<file path="config.mk">
export PLATFORM = sky130hd
export DESIGN_NAME = fifo_fnv_reader_flat
export DESIGN_NICKNAME = d
export VERILOG_FILES = /design/src/rtl/fnv_pkg.sv /design/src/rtl/fifo_fnv_reader_if.sv /design/src/rtl/fnv1a_step.sv /design/src/rtl/fifo_fnv_reader.sv /design/src/flat_wrapper.sv
export SDC_FILE = /design/constraint.sdc
export NUM_CORES = 1
export LEC_CHECK = 0
export CORE_UTILIZATION = 30
export CTS_CLUSTER_DIAMETER = 120
export DETAILED_ROUTE_END_ITERATION = 10
export PLACE_DENSITY = 0.51
export SETUP_SLACK_MARGIN = 0.5
export SYNTH_ARGS = -nofsm -noshare
export SYNTH_HDL_FRONTEND = slang
export SYNTH_SLANG_ARGS = --single-unit
</file>
<file path="constraint.sdc">
create_clock -name rclk -period 7.8 [get_ports rclk]
set_clock_uncertainty 0.2 [all_clocks]
set_input_delay 1.17 -clock rclk [delete_from_list [all_inputs] [get_ports rclk]]
set_output_delay 1.17 -clock rclk [all_outputs]
set_load 0.005 [all_outputs]
</file>
<file path="src/rtl/fnv_pkg.sv">
// Shared FNV-1a constants and reader state encoding.
// Imported by the step datapath and the FIFO reader.
package fnv_pkg;

    localparam logic [31:0] FNV32_OFFSET = 32'h811C9DC5;
    localparam logic [31:0] FNV32_PRIME  = 32'h01000193;

    typedef enum logic [1:0] {
        StLen  = 2'd0,
        StHash = 2'd1,
        StDone = 2'd2
    } fnv_state_e;

endpackage

</file>
<file path="src/rtl/fifo_fnv_reader_if.sv">
// Bundle between the byte FIFO read port, the FNV reader and the result consumer.
// master = reader side, slave = FIFO/consumer side.
interface fifo_fnv_reader_if #(
    parameter int unsigned DSIZE = 8,
    parameter int unsigned HSIZE = 32
);
    logic [DSIZE-1:0] rdata;
    logic             rempty;
    logic             rinc;
    logic [HSIZE-1:0] hash;
    logic             hash_valid;
    logic             hash_ready;
    logic             busy;

    modport master (
        input  rdata, rempty, hash_ready,
        output rinc, hash, hash_valid, busy
    );

    modport slave (
        output rdata, rempty, hash_ready,
        input  rinc, hash, hash_valid, busy
    );
endinterface

</file>
<file path="src/rtl/fnv1a_step.sv">
// One FNV-1a 32-bit round: h' = (h ^ byte) * prime mod 2^32, purely combinational.
module fnv1a_step
    import fnv_pkg::*;
(
    input  logic [31:0] h_i,
    input  logic [7:0]  data_i,
    output logic [31:0] h_o
);
    logic [31:0] mixed;

    assign mixed = h_i ^ {24'h0, data_i};
    assign h_o   = mixed * FNV32_PRIME;
endmodule

</file>
<file path="src/rtl/fifo_fnv_reader.sv">
// Pops length-prefixed messages from the byte FIFO and emits their FNV-1a hash.
// FIFO_READER_FWFT_EN: FIFO is fall-through; otherwise rdata lags the pop by one cycle.
module fifo_fnv_reader
    import fnv_pkg::*;
#(
    parameter int unsigned DSIZE = 8,
    parameter int unsigned HSIZE = 32
) (
    input  logic                rclk,
    input  logic                rrst_n,
    fifo_fnv_reader_if.master   bus
);
    fnv_state_e       state_q;
    logic [HSIZE-1:0] h_q;
    logic [HSIZE-1:0] h_step;
    logic [DSIZE-1:0] rem_q;
    logic             pop;
    logic             take;

    fnv1a_step u_step (
        .h_i    (h_q),
        .data_i (bus.rdata),
        .h_o    (h_step)
    );

`ifdef FIFO_READER_FWFT_EN
    assign pop  = (state_q != StDone) && !bus.rempty;
    assign take = pop;
`else
    logic pend_q;

    // Only one read in flight: the byte must land before the next pop.
    assign pop  = (state_q != StDone) && !bus.rempty && !pend_q;
    assign take = pend_q;

    always_ff @(posedge rclk or negedge rrst_n) begin
        if (!rrst_n) begin
            pend_q <= 1'b0;
        end else begin
            pend_q <= pop;
        end
    end
`endif

    always_ff @(posedge rclk or negedge rrst_n) begin
        if (!rrst_n) begin
            state_q <= StLen;
            h_q     <= '0;
            rem_q   <= '0;
        end else if (take) begin
            case (state_q)
                StLen: begin
                    rem_q   <= bus.rdata;
                    h_q     <= FNV32_OFFSET;
                    state_q <= (bus.rdata == '0) ? StDone : StHash;
                end
                StHash: begin
                    h_q   <= h_step;
                    rem_q <= rem_q - DSIZE'(1);
                    if (rem_q == DSIZE'(1)) begin
                        state_q <= StDone;
                    end
                end
                default: begin
                    state_q <= state_q;
                end
            endcase
        end else if ((state_q == StDone) && bus.hash_ready) begin
            state_q <= StLen;
        end
    end

    assign bus.rinc       = pop;
    assign bus.hash       = h_q;
    assign bus.hash_valid = (state_q == StDone);
    assign bus.busy       = (state_q != StLen);
endmodule

</file>
<file path="src/flat_wrapper.sv">
// flat-port wrapper written by rule: the top's interface ports become plain ports
module fifo_fnv_reader_flat import fnv_pkg::*;
#(
    parameter int unsigned DSIZE = 8,
    parameter int unsigned HSIZE = 32
)
  (rclk, rrst_n, bus_rdata, bus_rempty, bus_hash_ready, bus_rinc, bus_hash, bus_hash_valid, bus_busy);
  fifo_fnv_reader_if #(.DSIZE(DSIZE), .HSIZE(HSIZE)) bus_i ();
  input  logic rclk;
  input  logic rrst_n;
  input wire logic [$bits(bus_i.rdata)-1:0] bus_rdata;
  input wire logic [$bits(bus_i.rempty)-1:0] bus_rempty;
  input wire logic [$bits(bus_i.hash_ready)-1:0] bus_hash_ready;
  output wire logic [$bits(bus_i.rinc)-1:0] bus_rinc;
  output wire logic [$bits(bus_i.hash)-1:0] bus_hash;
  output wire logic [$bits(bus_i.hash_valid)-1:0] bus_hash_valid;
  output wire logic [$bits(bus_i.busy)-1:0] bus_busy;
  assign bus_i.rdata = bus_rdata;
  assign bus_i.rempty = bus_rempty;
  assign bus_i.hash_ready = bus_hash_ready;
  assign bus_rinc = bus_i.rinc;
  assign bus_hash = bus_i.hash;
  assign bus_hash_valid = bus_i.hash_valid;
  assign bus_busy = bus_i.busy;
  fifo_fnv_reader #(.DSIZE(DSIZE), .HSIZE(HSIZE)) u_core (.rclk(rclk), .rrst_n(rrst_n), .bus(bus_i));
endmodule
</file>
==> metrics.txt <==
status finished, final reports clean; largest net degree at the start of global routing 44; top sig layer met4; max_cap viols 0; R2R setup slack 1.84 ns; die width around 160 um; commonest non-fill, non-tap cell in the layout ha_1; Vias/cell around 4.6; DR vias about 5300; Mapped Avg Cell Area between 9 and 10 um2; ys flop type dfrtp_1; vias in the first global route about 5700; number of synthesized flops with an enable pin 0; DRC Markers 0; Rel. slew slack around two fifths; clock sink count between 40 and 50; Slew @ Worst Pin between 0.9 and 1 ns; hold crit path type flip-flop to flip-flop; Mapped Cells 774; Syn Nets 1047; first-pass GRT wire length roughly 31000 um; Hold Buf Count CTS 0; crit end category flip-flop; # nets final about 1100; Num CTS Buffers 5; CP dominant cell by count ha_1; H-tree lvl count 2; drt initial violations approximately 350; Hold Vio Cnt, Final 0; commonest non-fill, non-tap cells in the layout ha_1 (187), inv_1 (168), fa_1 (74), clkdlybuf4s50_1 (45), dfrtp_1 (43); HP Start u_core.rem_q[6]$_DFFE_PN0P_; Die Y roughly 160 um; worst path arrival time slightly below 7 ns; post-synthesis sequential area ratio 14.6%; RSZ-0062 raised after global routing false; largest buffer count on any clock path 2; Worst Hold Depth 2; synth warn 0; antenna violations before repair 0; r2r startpoint u_core.bus.hash[7]$_DFFE_PN0P_; Peak Freq ~140 MHz; setup total negative slack 0 ns; worst-path cell chain clkdlybuf4s50_1 > xnor2_2 > inv_2 > ha_1 > ha_1 > fa_1 > ha_1 > fa_1 > ha_1 > inv_1 > fa_1 > inv_1 > ha_1 > and3_2 > a31oi_1 > o211ai_2 > a221o_1 > o31ai_2 > nor4b_1 > a211o_1; post-DP HPWL between 10000 and 15000 um; Max stage delay on crit path 0.53 ns; Worst EP required about 7.8 ns; Worst R2R End u_core.bus.hash[30]$_DFFE_PN0P_; Routed Antenna Nets 0; Detail Route met3 WL ~350 um; Port Buffers 46; layout cells sized above 1 ~4.5%; CP Max Fanout 6; Worst-path clk slew about 0.070 ns; core area 24200 um2; Unique masters post-synth 53; DRT Pass-1 Iters 4; root buffer cell clkbuf_16; asr flop ratio synth between 90% and 100%; DP Area slightly above 8000 um2; WS Path Type primary input to flip-flop; Initial Utilization a little under a third; Final setup viols 0; CP max stage cell fa_1; met2 WL post-DR just over 9000 um; CTS tree yes; Design Area, Final roughly 8500 um2; WL/cell between 15 and 20 um; cell family with most CP delay adder cells; Ant. Diodes 0; overall routed net length approximately 18000 um; pins over their slew limit 0; Remaining Overflow, GRT 0; Yosys reg bits between 40 and 50; Reg2Reg Depth 19; Cell Area, Synth around 7400 um2; Clk Latency, worst-skew pair roughly 0.3 ns; P&R area growth vs syn 14.7%; # IOs 47; Fillers 2529; Rows 57; fin crit share about nine tenths; Die ar. approximately 25000 um2; Tmin final slightly below 7 ns; Worst setup SP type primary input; Total GRT Usage 15.6%; Min-Delay Endpoint u_core.rem_q[6]$_DFFE_PN0P_; CP Buf/Inv Count 4; placer congestion estimate between 0.8 and 0.9; routed length on met1 about 8700 um
[cells in the mapped netlist, types with 2 or more instances]
cell type,count,share of area [%]
ha_1,187,32
inv_1,169,8.6
fa_1,74,20
dfrtp_1,43,15
a21oi_1,38,2.6
o21ai_0,37,2.5
nand2_1,32,1.6
xor2_1,27,3.2
nor2_1,25,1.3
xnor2_1,24,2.8
clkbuf_1,12,0.61
nand3_1,9,0.61
nor2b_1,8,0.68
nand2b_1,7,0.59
a21o_1,6,0.61
a31oi_1,6,0.51
o21ai_1,5,0.34
mux2i_1,4,0.54
nor4_1,4,0.34
a21oi_2,3,0.36
nor3_1,3,0.20
o22a_1,3,0.36
o22ai_1,3,0.25
o31ai_1,3,0.31
or2_2,3,0.25
a211o_1,2,0.24
a211oi_1,2,0.20
a21boi_0,2,0.20
a21boi_1,2,0.20
a22o_1,2,0.24
and2_1,2,0.17
and3_1,2,0.17
nand4b_1,2,0.24
o21a_1,2,0.20
o31ai_2,2,0.34
or3_1,2,0.17
[worst register-to-register path, delay by kind of cell (launching register included)]
kind | cells | cell delay (ns)
buffers and inverters | 3 | 0.24
XOR/XNOR | 1 | 0.25
adder cells (fa/ha/maj) | 8 | 3.04
AO/OA/AOI/OAI | 5 | 1.34
flip-flops | 1 | 0.43
AND/OR/NAND/NOR | 2 | 0.34
[state kept, by name, indices dropped and copies added (netlist names)]
register         count
u_core.bus.hash     32
u_core.pend_q        1
u_core.rem_q         8
u_core.state_q       2
[through the flow]
| step | util [%] | setup slack [ns] | hold WS, ns | instances |
|---|---|---|---|---|
| detailed placement | 34.0 | 0.373 | 0.309 | 1139 |
| global route | 34.9 | 0.525 | 0.368 | 1147 |
| CTS | 34.8 | 0.697 | 0.325 | 1147 |
| global placement | 34.0 | 0.358 | 0.303 | 1139 |
| floorplan | - | 1.53 | 0.271 | 774 |
| finish | 34.9 | 0.896 | 0.321 | 1147 |
[layout make-up]
cell class	count	area (um2)	area share (%)
inverter	169	634	7.49
sequential	43	1080	12.7
tap	324	405	4.79
clock buffer	6	129	1.52
multi-input combinational	549	5640	66.7
timing repair buffer	54	515	6.09
clock inverter	2	60.1	0.710
[metal layers]
| layer | track usage (%) | vias to the layer above |
|---|---|---|
| met4 | 2.16 | 0 |
| met1 | 21.2 | 2587 |
| met5 | 0 | - |
| li1 | - | 2644 |
| met2 | 27.5 | 42 |
| met3 | 1.20 | 10 |
[cells by family (layout without fill, tap and decap cells)]
family	after synthesis	in the layout	synth area share (%)
muxes	4	4	0.543
DFF	43	43	14.6
buffers and inverters	182	231	9.31
AOI/OAI and AO/OA	127	127	10.6
adders and majority gates	261	261	51.8
xor gates and xnor gates	51	51	6.05
and+or+nand+nor	106	106	7.09
[repair_timing]
item | CTS | global route
setup endpoints to repair | 0 | 3
gates resized for setup | 0 | 5
setup buffers | 0 | 0
[how the worst max path moves through the flow]
stage / from / end / cells past startpoint / slack [ns]
after detailed placement: bus_rdata[7] / u_core.bus.hash[30]$_DFFE_PN0P_ / 20 / 0.37
after floorplan: bus_rdata[7] / u_core.bus.hash[30]$_DFFE_PN0P_ / 19 / 1.53
final: bus_rdata[7] / u_core.bus.hash[30]$_DFFE_PN0P_ / 20 / 0.90
after global placement: bus_rdata[7] / u_core.bus.hash[30]$_DFFE_PN0P_ / 20 / 0.36
after CTS: bus_rdata[7] / u_core.bus.hash[30]$_DFFE_PN0P_ / 20 / 0.70
after global routing: bus_rdata[4] / u_core.bus.hash[30]$_DFFE_PN0P_ / 20 / 0.53
Power is not shown: default switching activity piles up to over one toggle a cycle in this logic, so the estimate is an artifact.
